==> src/rtl/tape_frame_seq_pkg.sv <==
// -----------------------------------------------------------------------------
// tape_frame_seq_pkg
// Shared types and constants for the tape frame sequencer.
//   state_e : sequencer FSM states
//   phase_e : which part of the frame is being sent (leader, sync, payload)
//   LEAD_BYTE_DEF / SYNC_BYTE_DEF : default leader and sync byte values
// -----------------------------------------------------------------------------
package tape_frame_seq_pkg;

    typedef enum logic [2:0] {
        IDLE,
        FETCH,
        START,
        GUARD,
        WAIT,
        FINISH
    } state_e;

    typedef enum logic [1:0] {
        LEADER,
        SYNC,
        PAYLOAD
    } phase_e;

    localparam logic [7:0] LEAD_BYTE_DEF = 8'h16;
    localparam logic [7:0] SYNC_BYTE_DEF = 8'h24;

endpackage

==> src/rtl/tape_frame_seq_watchdog.sv <==
// -----------------------------------------------------------------------------
// tape_watchdog
// 24-bit cycle counter used to time out a byte that the serializer never
// finishes.
//   clk   : clock, rising edge
//   reset : synchronous active-high reset, clears the count
//   clr   : synchronous clear of the count (has priority over en)
//   en    : count this cycle
//   tc    : terminal count; high in the TIMEOUT-th consecutive enabled cycle
// -----------------------------------------------------------------------------
module tape_watchdog #(
    parameter logic [23:0] TIMEOUT = 24'd8388607
) (
    input  logic clk,
    input  logic reset,
    input  logic clr,
    input  logic en,
    output logic tc
);

    logic [23:0] count_q;
    logic [23:0] count_d;

    always_comb begin
        count_d = count_q;
        if (clr) begin
            count_d = '0;
        end else if (en) begin
            count_d = count_q + 24'd1;
        end
    end

    // count_q holds the number of enabled cycles already completed, so the
    // cycle that sees TIMEOUT-1 is the TIMEOUT-th one.
    assign tc = en && !clr && (count_q == TIMEOUT - 24'd1);

    always_ff @(posedge clk) begin
        if (reset) begin
            count_q <= '0;
        end else begin
            count_q <= count_d;
        end
    end

endmodule

==> src/rtl/tape_frame_seq.sv <==
// -----------------------------------------------------------------------------
// tape_frame_seq
// Sequences one tape frame (leader bytes, one sync byte, payload bytes) into
// an external bit serializer, one byte at a time, with a per-byte watchdog.
//   clk, reset         : clock and synchronous active-high reset
//   go, abort          : one-cycle pulses that start / cancel a frame
//   slow               : speed select sampled at go (1 = STP_SLOW)
//   in_data/valid/last : payload stream; in_ready accepts a byte
//   sg_start/din/stp   : start pulse, byte and step value to the serializer
//   sg_done            : serializer finished the current byte (level)
//   motor, busy        : tape motor enable / frame in progress
//   frame_done         : one-cycle pulse on normal end of frame
//   error              : sticky timeout flag, cleared by the next go
// -----------------------------------------------------------------------------
module tape_frame_seq
    import tape_frame_seq_pkg::*;
#(
    parameter logic [15:0] LEADER_LEN = 16'd259,
    parameter logic [7:0]  LEAD_BYTE  = LEAD_BYTE_DEF,
    parameter logic [7:0]  SYNC_BYTE  = SYNC_BYTE_DEF,
    parameter logic [23:0] STP_FAST   = 24'd20140,
    parameter logic [23:0] STP_SLOW   = 24'd10070,
    parameter logic [23:0] TIMEOUT    = 24'd8388607
) (
    input  logic        clk,
    input  logic        reset,
    input  logic        go,
    input  logic        abort,
    input  logic        slow,
    input  logic [7:0]  in_data,
    input  logic        in_valid,
    input  logic        in_last,
    output logic        in_ready,
    output logic        sg_start,
    output logic [7:0]  sg_din,
    output logic [23:0] sg_stp,
    input  logic        sg_done,
    output logic        motor,
    output logic        busy,
    output logic        frame_done,
    output logic        error
);

    state_e      state_q,      state_d;
    phase_e      phase_q,      phase_d;
    logic [15:0] lead_cnt_q,   lead_cnt_d;
    logic [7:0]  byte_q,       byte_d;
    logic        last_q,       last_d;
    logic [23:0] stp_q,        stp_d;
    logic        motor_q,      motor_d;
    logic        busy_q,       busy_d;
    logic        error_q,      error_d;
    logic        frame_done_q, frame_done_d;

    logic wd_en;
    logic wd_clr;
    logic wd_tc;

    // The watchdog only runs while waiting on the serializer and restarts
    // from zero for every byte.
    assign wd_en  = (state_q == WAIT);
    assign wd_clr = (state_q != WAIT);

    tape_watchdog #(
        .TIMEOUT (TIMEOUT)
    ) u_watchdog (
        .clk   (clk),
        .reset (reset),
        .clr   (wd_clr),
        .en    (wd_en),
        .tc    (wd_tc)
    );

    always_comb begin
        // NOTE: every variable gets its hold value first so no path through
        // the case statements can leave one unassigned and infer a latch.
        state_d      = state_q;
        phase_d      = phase_q;
        lead_cnt_d   = lead_cnt_q;
        byte_d       = byte_q;
        last_d       = last_q;
        stp_d        = stp_q;
        motor_d      = motor_q;
        busy_d       = busy_q;
        error_d      = error_q;
        frame_done_d = 1'b0;

        if (state_q == IDLE) begin
            if (go && !abort) begin
                stp_d      = slow ? STP_SLOW : STP_FAST;
                error_d    = 1'b0;
                motor_d    = 1'b1;
                busy_d     = 1'b1;
                lead_cnt_d = '0;
                // An empty leader goes straight to the sync byte.
                phase_d    = (LEADER_LEN == 16'd0) ? SYNC : LEADER;
                state_d    = FETCH;
            end
        end else if (abort) begin
            // Abort beats everything, including a same-cycle sg_done, and
            // leaves the error flag alone.
            motor_d = 1'b0;
            busy_d  = 1'b0;
            state_d = IDLE;
        end else begin
            unique case (state_q)
                FETCH: begin
                    unique case (phase_q)
                        LEADER: begin
                            byte_d  = LEAD_BYTE;
                            state_d = START;
                        end
                        SYNC: begin
                            byte_d  = SYNC_BYTE;
                            state_d = START;
                        end
                        PAYLOAD: begin
                            // Underrun: hold here with the motor running.
                            if (in_valid) begin
                                byte_d  = in_data;
                                last_d  = in_last;
                                state_d = START;
                            end
                        end
                        default: state_d = IDLE;
                    endcase
                end
                START: state_d = GUARD;
                // The serializer drops done one cycle after start, so done is
                // not looked at until WAIT.
                GUARD: state_d = WAIT;
                WAIT: begin
                    if (sg_done) begin
                        state_d = FINISH;
                    end else if (wd_tc) begin
                        error_d = 1'b1;
                        motor_d = 1'b0;
                        busy_d  = 1'b0;
                        state_d = IDLE;
                    end
                end
                FINISH: begin
                    unique case (phase_q)
                        LEADER: begin
                            lead_cnt_d = lead_cnt_q + 16'd1;
                            if (lead_cnt_q + 16'd1 == LEADER_LEN) begin
                                phase_d = SYNC;
                            end
                            state_d = FETCH;
                        end
                        SYNC: begin
                            phase_d = PAYLOAD;
                            state_d = FETCH;
                        end
                        PAYLOAD: begin
                            if (last_q) begin
                                frame_done_d = 1'b1;
                                motor_d      = 1'b0;
                                busy_d       = 1'b0;
                                state_d      = IDLE;
                            end else begin
                                state_d = FETCH;
                            end
                        end
                        default: state_d = IDLE;
                    endcase
                end
                default: state_d = IDLE;
            endcase
        end
    end

    always_ff @(posedge clk) begin
        if (reset) begin
            state_q      <= IDLE;
            phase_q      <= LEADER;
            lead_cnt_q   <= '0;
            byte_q       <= '0;
            last_q       <= 1'b0;
            stp_q        <= STP_FAST;
            motor_q      <= 1'b0;
            busy_q       <= 1'b0;
            error_q      <= 1'b0;
            frame_done_q <= 1'b0;
        end else begin
            // NOTE: non-blocking assignments so every flop samples the values
            // from before this edge, independent of statement order.
            state_q      <= state_d;
            phase_q      <= phase_d;
            lead_cnt_q   <= lead_cnt_d;
            byte_q       <= byte_d;
            last_q       <= last_d;
            stp_q        <= stp_d;
            motor_q      <= motor_d;
            busy_q       <= busy_d;
            error_q      <= error_d;
            frame_done_q <= frame_done_d;
        end
    end

    // sg_start decodes START directly, so an abort seen in START still lets
    // that single pulse go out.
    assign sg_start   = (state_q == START);
    assign in_ready   = (state_q == FETCH) && (phase_q == PAYLOAD);
    assign sg_din     = byte_q;
    assign sg_stp     = stp_q;
    assign motor      = motor_q;
    assign busy       = busy_q;
    assign frame_done = frame_done_q;
    assign error      = error_q;

endmodule

==> config.mk <==
export PLATFORM = sky130hd
export DESIGN_NAME = tape_frame_seq
export DESIGN_NICKNAME = d
export VERILOG_FILES = /design/src/rtl/tape_frame_seq_pkg.sv /design/src/rtl/tape_frame_seq_watchdog.sv /design/src/rtl/tape_frame_seq.sv
export SDC_FILE = /design/constraint.sdc
export NUM_CORES = 1
export LEC_CHECK = 0
export CORE_ASPECT_RATIO = 0.8
export CORE_MARGIN = 2
export CORE_UTILIZATION = 50
export DETAILED_ROUTE_END_ITERATION = 10
export GPL_ROUTABILITY_DRIVEN = 0
export PLACE_DENSITY = 0.86
export SLEW_MARGIN = 30
export SYNTH_ARGS = -nofsm -noshare
export SYNTH_HDL_FRONTEND = slang
export SYNTH_SLANG_ARGS = --single-unit
==> constraint.sdc <==
create_clock -name clk -period 3 [get_ports clk]
set_input_delay 0.6 -clock clk [delete_from_list [all_inputs] [get_ports clk]]
set_output_delay 0.6 -clock clk [all_outputs]
set_load 0.02 [all_outputs]
# Word level (Yosys, flattened, before mapping)
# Index checks and enable logic that the tools add are counted.
# W data, S select, Z words.
[classes]
n_reduce_logical = 26
n_mux = 39
n_eq_ne = 21
bitwise_logic = 4
n_addsub = 2
[op_table]
columns = ["op", "n"]
rows = [
  ["$mux W16", 5],
  ["$add A24 B1 Y24 const B", 1],
  ["$eq A24 B23 Y1 const B", 1],
  ["$pmux W8 S3", 1],
  ["$reduce_and A5 Y1", 4],
  ["$mux W3", 6],
  ["$add A16 B1 Y16 const B", 1],
  ["$eq A16 B9 Y1 const B", 1],
  ["$ne A4 B4 Y1 const B", 4],
  ["$mux W1", 15],
  ["$mux W15", 1],
  ["$pmux W3 S5", 1],
  ["$mux W2", 5],
  ["$ne A5 B5 Y1 const B", 2],
  ["$mux W8", 1],
  ["$reduce_bool A2 Y1", 4],
  ["$eq A3 B2 Y1 const B", 2],
  ["$eq A3 B3 Y1 const B", 2],
  ["$ne A2 B1 Y1 const B", 3],
  ["$ne A3 B3 Y1 const B", 2],
  ["$pmux W3 S2", 1],
  ["$reduce_and A6 Y1", 1],
  ["$reduce_bool A3 Y1", 2],
  ["$reduce_or A5 Y1", 1],
  ["16 further kinds", 25],
]
[totals]
output_inout_bits = 38
word_cells = 102
in_bits = 16
reg_bits = 81

# Logic depth before layout (Yosys ltp)
# Gate-level depths: netlist of the first run.
[logic_depth]
depth_word = 9
mapped_depth = 8
depth_no_buf = 8

# Hierarchy
# From an unflattened synthesis of the first run, not the netlist that was laid out.
[unflattened]
cells_unflattened = 430
hier_area_um2 = 3445.8
[by_module_without_submodules]
columns = ["mod", "cells_per_inst", "n_inst", "seq_area_each_um2", "area_each_um2"]
rows = [
  ["tape_frame_seq", 292, 1, 700.7, 2270.9],
  ["tape_watchdog", 138, 1, 480.5, 1174.9],
]

# Worst setup path after synthesis of the first run
# Ideal clock, no wire load.
[synth_path]
kind = "register to output"
start = "register phase_q[0]"
end = "output in_ready"
n_path_buf = 1
arrival_ns = 1.646
stages_incl_launch_ff = 5
t_required_ns = 2.400
slack_ns = 0.754
path_cell_list = "dfxtp_1 inv_1 ha_1 clkbuf_1 nor4bb_1"
[synth_between]
elab_chain_cells = 2
[synth_lines]
columns = ["item", "line", "source"]
rows = [
  ["start: declaration", "tape_frame_seq.sv:45", "phase_e phase_q, phase_d;"],
  ["start signal: assignment", "tape_frame_seq.sv:189", "phase_q <= phase_d;"],
  ["$eq A2 B2 Y1", "tape_frame_seq.sv:204", "assign in_ready = (state_q == FETCH) && (phase_q == PAYLOAD);"],
  ["$logic_and A1 B1 Y1", "tape_frame_seq.sv:204", ""],
  ["end: declaration", "tape_frame_seq.sv:33", "output logic in_ready,"],
]
# Every way passes these cells.

# Worst setup path in the final report of the first run
# Ends and elaborated chain as after synthesis.

==> flow_summary_export.csv, run 1 <==
group,metric,value,unit
status,status,"complete, no violations",
timing,finalCritPeriodShare,83.1,%
timing,rsz0062_at_grt,"no",
global_route,grt_use_total,19.7,%
timing,slew_viol_final,0,
global_route,grt_pass1_wl,11500,um
placed_design,place_hpwl,4680,um
synthesis,async_flop_share,0,%
final_layout,multi_input_area,0.00185,mm^2
cts,clock-sinks,59,
cts,ctsRootBufferMaster,"clkbuf_8",
final_layout,antenna_cells,0,
final_layout,layout_commonest_cell,"dfxtp_1",
critical_path,worst_setup_path_start_kind,"flop",
power,switching_share,22.3,%
routing,routed_wl,6790,um
critical_path,cp_data_arrival_time,1.89,ns
cts,cts_resized,0,
synthesis,synth_area,0.00328,mm^2
synthesis,ys.flop_type,"dfxtp_1",
timing,fmax,401,MHz
timing,hold_viol_final,0,
timing,totalNegativeSetupSlack,0,ns
final_layout,final_cell_mix,"dfxtp_1, nor2_1, nand2_1",
power,p_per_area,454,mW/mm^2
critical_path,critPathKind,"reg -> out",
critical_path,end_kind,"output pin",
routing,ant_nets,0,
power,seqPwrFrac,45.7,%
power,ir_drop,0.273,mV
routing,drc,0,
synthesis,netlist_instances,422,
flow_run,maxCapViolations,0,
critical_path,critPathSlowestCell,"clkdlybuf4s50_1",
timing,worst_pin_slew,0.600,ns
final_layout,drive_gt1_share,6.44,%
cts,clockBufferDepth,2,
placed_design,io_buffers,39,
critical_path,cp.required,2.40,ns
final_layout,regArea,0.00118,mm^2
final_layout,nFillCells,537,
synthesis,synth_seq_cells,59,
timing,finalWorstSetupSlack,0.508,ns
routing,viasPerCell,5.50,
global_route,grt_max_degree,37,
routing,drtIter0Drc,93,
placed_design,dp_slack,0.397,ns
synthesis,yosysSeqAreaShare,36.0,%
floorplan,num_rows,26,
power,clockPowerShare,47.3,%
power,p_sw,389,uW
cts,postCtsSetupRepairBufs,0,
timing,max_slew_margin,59.9,%
routing,vias,2935,
power,combPwrFrac,7.0,%
cts,cts_tree,"yes",
synthesis,synth_edf_count,0,
floorplan,core-area,0.00638,mm^2
routing,wl_per_cell,12.7,um
critical_path,crit_family,"buffers and inverters",
critical_path,crit_buf_inv,2,
global_route,grt_antenna_before_repair,0,
hold_path,hold_path.class,"reg -> reg",
floorplan,dieArea,0.00724,mm^2
cts,cts_max_level,3,
global_route,first_global_vias,2654,
critical_path,crit_chain,"inv_1, ha_1, nor4bb_1, clkdlybuf4s50_1",
cts,insertion_delay,0.34,ns
cts,cts_buffers,9,
synthesis,yosys_warnings,0,
synthesis,synth.distinct_cells,48,
timing,period_minus_slack,2.49,ns
timing,clock-skew-final,0.00897,ns
final_layout,syn_to_final_growth,16.7,%
floorplan,die_h,76.5,um
critical_path,worstPathMaxFanout,4,
floorplan,initial_core_util,51.5,%
floorplan,pin_count,54,
timing,setup_viol,0,
routing,dr.pass1.iters,5,
power,intPower,1.35,mW
floorplan,die_x,94.6,um
global_route,grt_overflow_total,0,
cts,ctsHoldBuffers,0,
cts,path_clk_slew,0.06,ns
power,power_leakage,1.32,nW
synthesis,syn_avg_cell_area,7.78,um^2
final_layout,final_nets,469,
critical_path,critPathMaxStageDelay,0.67,ns
==> power groups by stage <==
stage | logic (mW) | registers, mW | clock network, mW
final | 0.121 | 0.795 | 0.824
after global routing | 0.131 | 0.795 | 0.884
after CTS | 0.121 | 0.795 | 0.843
after detailed placement | 0.120 | 0.813 | 0
after global placement | 0.118 | 0.812 | 0
after floorplan | 0.0878 | 0.815 | 0
==> sequential cells by signal (all words and copies together) (netlist names) <==
register,flops
lead_cnt_q,16
u_watchdog.count_q,24
busy,1
last_q,1
phase_q,2
sg_stp,2
state_q,3
frame_done,1
error,1
sg_din,8
==> synthesized netlist by cell type (all sizes together) (7+ instances only) <==
library cell,count,area (um^2)
dfxtp,59,1180
nor2,44,165
nand2,43,161
a21oi,37,185
buf,25,189
o21ai,25,125
clkbuf,20,75.1
nand3,20,113
or3,12,75.1
nor3,11,55.1
inv,10,37.5
and2,9,57.6
xnor2,9,78.8
ha,8,100
nand2b,8,50.1
nand4,8,50.1
and4,7,61.3
nor2b,7,43.8
xor2,7,61.3
==> worst min-delay path: cells and delay by family (launching register included) <==
family | cells | cell delay (ns)
AO/OA/AOI/OAI | 1 | 0.05
flip-flops | 1 | 0.31
AND/OR/NAND/NOR | 1 | 0.05
==> area by class of cell <==
type | instances | share of cell area, %
multi-input cells | 320 | 48.2
flip-flops and latches | 59 | 30.8
repair buffers | 45 | 11.4
clock buffers | 12 | 4.05
well taps | 84 | 2.74
clock inverters | 4 | 1.89
inverters | 10 | 0.979
==> logic make-up (layout without fill, tap and decap cells) <==
kind of cell | Yosys count | count (layout) | synth area share, %
compound gates | 83 | 83 | 14.4
xor+xnor | 16 | 16 | 4.27
fa+ha+maj | 8 | 8 | 3.05
buf+inv | 55 | 71 | 9.18
flops | 59 | 59 | 36.0
mux | 7 | 7 | 2.17
other cells | 2 | 14 | 0.229
simple gates | 192 | 192 | 30.7
==> layer usage <==
metal  wire [um]  share of wire, %  global-route usage, %
met5           0                 0                      0
met4         124               1.8                   6.52
met3         492               7.2                   7.52
met2        2970                44                   30.8
met1        3200                47                   25.0
==> metrics by stage <==
stage / power (mW) / utilization [%] / cell area, um^2 / cells / hold WS [ns]
detailed placement: 0.933 / 56.6 / 3610 / 518 / 0.447
global route: 1.81 / 60.1 / 3830 / 534 / 0.482
global placement: 0.931 / 56.6 / 3610 / 518 / 0.435
finish: 1.74 / 60.1 / 3830 / 534 / 0.457
floorplan: 0.903 / - / 3330 / 434 / 0.425
CTS: 1.76 / 60.1 / 3830 / 534 / 0.455
==> worst paths after layout <==
kind                                   start                 endpoint  slack, ns  cells past startpoint
hold reg to reg       sg_din[7]$_SDFFE_PP0P_   sg_din[7]$_SDFFE_PP0P_       0.46                      2
setup / recovery     phase_q[0]$_SDFFE_PP0P_                 in_ready       0.51                      4
hold / removal        sg_din[7]$_SDFFE_PP0P_   sg_din[7]$_SDFFE_PP0P_       0.46                      2
setup reg to reg  lead_cnt_q[1]$_SDFFE_PP0P_  phase_q[0]$_SDFFE_PP0P_       0.66                      7
Note: power is estimated with default switching activity, not from simulation.
==> run 2: changes to the inputs <==
clock period = 2.5 ns   (was 3 ns; I/O delays follow)
==> run 2 against run 1 <==
Largest power group is now sequential cells. Core utilization decreased by 0.16 points. Critical endpoint is now phase_q[1]$_SDFFE_PP0P_. Final cell count increased by 0.94%. Sequential power rose by 20%. Register-to-register slack worse by 0.44 ns.
==> flow_summary_export.csv, run 2 (synthesized netlist as in run 1, its figures left out) <==
group,metric,value,unit
status,status,"complete, no violations",
timing,fmax,438,MHz
cts,cts_tree,"yes",
final_layout,final_nets,475,
power,power_leakage,1.33,nW
critical_path,reg2reg_setup_slack,0.22,ns
cts,ctsHoldBuffers,0,
critical_path,end_kind,"flop",
final_layout,nFillCells,578,
timing,finalWorstSetupSlack,0.217,ns
final_layout,drive_gt1_share,7.69,%
power,ir_drop,0.271,mV
cts,ctsRootBufferMaster,"clkbuf_8",
floorplan,initial_core_util,51.5,%
critical_path,worstPathMaxFanout,7,
critical_path,cp.required,2.72,ns
routing,dr.pass1.iters,4,
critical_path,crit_chain,"ha_1, and4_1, nand3_4, or4b_1, a211oi_1, a31oi_1, mux2i_1",
routing,vias,2990,
timing,finalCritPeriodShare,91.3,%
floorplan,pin_count,54,
cts,cts_resized,0,
critical_path,r2r_cells,7,
cts,clockBufferDepth,2,
critical_path,cp_data_arrival_time,2.50,ns
flow_run,maxCapViolations,0,
routing,routed_wl,7410,um
global_route,first_global_vias,2721,
cts,postCtsSetupRepairBufs,0,
critical_path,critPathKind,"reg -> reg",
timing,slew_viol_final,0,
cts,clock-sinks,59,
timing,totalNegativeSetupSlack,0,ns
final_layout,final_cell_mix,"dfxtp_1, nor2_1, nand2_1",
hold_path,hold_path.class,"reg -> reg",
hold_path,min_path_cells,2,
timing,setup_viol,0,
cts,cts_buffers,9,
final_layout,largest_register,"u_watchdog.count_q",
critical_path,critPathSlowestCell,"or4b_1",
critical_path,critPathMaxStageDelay,0.47,ns
timing,hold_viol_final,0,
global_route,grt_overflow_total,0,
critical_path,crit_buf_inv,0,
global_route,grt_pass1_wl,12400,um
routing,drc,0,
power,p_per_area,489,mW/mm^2
timing,rsz0062_at_grt,"no",
critical_path,worst_setup_path_start_kind,"flop",
placed_design,place_hpwl,5190,um
cts,path_clk_slew,0.07,ns
critical_path,crit_family,"simple AND/OR/NAND/NOR gates",
critical_path,timing.rr.end,"phase_q[1]$_SDFFE_PP0P_",
final_layout,largest_reg_flops,24,
cts,cts_max_level,3,
timing,clock-skew-final,0.00775,ns
critical_path,regToRegStartpoint,"lead_cnt_q[1]$_SDFFE_PP0P_",
floorplan,core-area,0.00638,mm^2
routing,wl_per_cell,13.7,um
cts,insertion_delay,0.34,ns
floorplan,die_x,94.6,um
hold_path,hp-start,"sg_din[3]$_SDFFE_PP0P_",
routing,ant_nets,0,
global_route,grt_antenna_before_repair,0,
final_layout,antenna_cells,0,
floorplan,dieArea,0.00724,mm^2
timing,period_minus_slack,2.28,ns
routing,viasPerCell,5.55,
final_layout,layout_commonest_cell,"dfxtp_1",
floorplan,num_rows,26,
placed_design,io_buffers,39,
routing,drtIter0Drc,148,
floorplan,die_h,76.5,um
final_layout,syn_to_final_growth,16.4,%
placed_design,dp_slack,0.00142,ns
global_route,grt_use_total,21.2,%
hold_path,hold_end,"sg_din[3]$_SDFFE_PP0P_",
global_route,grt_max_degree,25,
[run 2: cell types whose count changed in the layout (fill, tap and decap cells not counted), sizes merged]
cell / change
clkinvlp: +2
bufinv: -2
dlymetal6s2s: +1
clkdlybuf4s50: -1
buf: +6
clkbuf: -1
[run 2: power breakdown]
| part | internal [mW] | leakage [nW] | total [mW] | switching (mW) |
|---|---|---|---|---|
| clock network | 0.379 | 0.0774 | 0.763 | 0.385 |
| logic | 0.0655 | 0.779 | 0.152 | 0.0864 |
| registers | 0.946 | 0.476 | 0.953 | 0.00692 |
[run 2: stage by stage]
step                      area, um^2  std cells  hold WS [ns]  utilization, %  total power [mW]
final                           3820        539         0.455            60.0              1.87
after global routing            3820        539         0.470            60.0              1.93
after CTS                       3820        539         0.456            59.9              1.88
after detailed placement        3650        524         0.441            57.3              1.12
after global placement          3650        524         0.433            57.3              1.12
after floorplan                 3330        434         0.425               -              1.08
[run 2: worst register-to-register path, stage by stage, from the launching register on]
cell and delay (ns):
dfxtp_1 0.46, ha_1 0.30, and4_1 0.28, nand3_4 0.11, or4b_1 0.47, a211oi_1 0.22, a31oi_1 0.17, mux2i_1 0.16
[run 2: worst max path at each step]
stage / from / slack [ns] / endpoint / cells past startpoint
after global placement: go / 0.10 / phase_q[1]$_SDFFE_PP0P_ / 7
after detailed placement: go / 0.001 / phase_q[1]$_SDFFE_PP0P_ / 7
after global routing: lead_cnt_q[1]$_SDFFE_PP0P_ / 0.02 / phase_q[1]$_SDFFE_PP0P_ / 7
after CTS: phase_q[0]$_SDFFE_PP0P_ / 0.02 / in_ready / 4
final: lead_cnt_q[1]$_SDFFE_PP0P_ / 0.22 / phase_q[1]$_SDFFE_PP0P_ / 7
after floorplan: phase_q[0]$_SDFFE_PP0P_ / 0.35 / in_ready / 4
[run 2: cell type report]
cell class,instances,area [um^2],area share (%)
flip-flops and latches,59,1180,30.9
inverters,10,37.5,0.982
clock buffers,11,141,3.70
clock inverters,4,27.5,0.720
repair buffers,51,483,12.6
multi-input cells,320,1850,48.3
well taps,84,105,2.75
[run 2: routing by layer]
| layer | wire length, um | GRT usage, % |
|---|---|---|
| met2 | 3540 | 34.6 |
| met1 | 3330 | 27.0 |
| met3 | 442 | 4.95 |
| met5 | 0 | 0 |
| met4 | 92 | 7.83 |
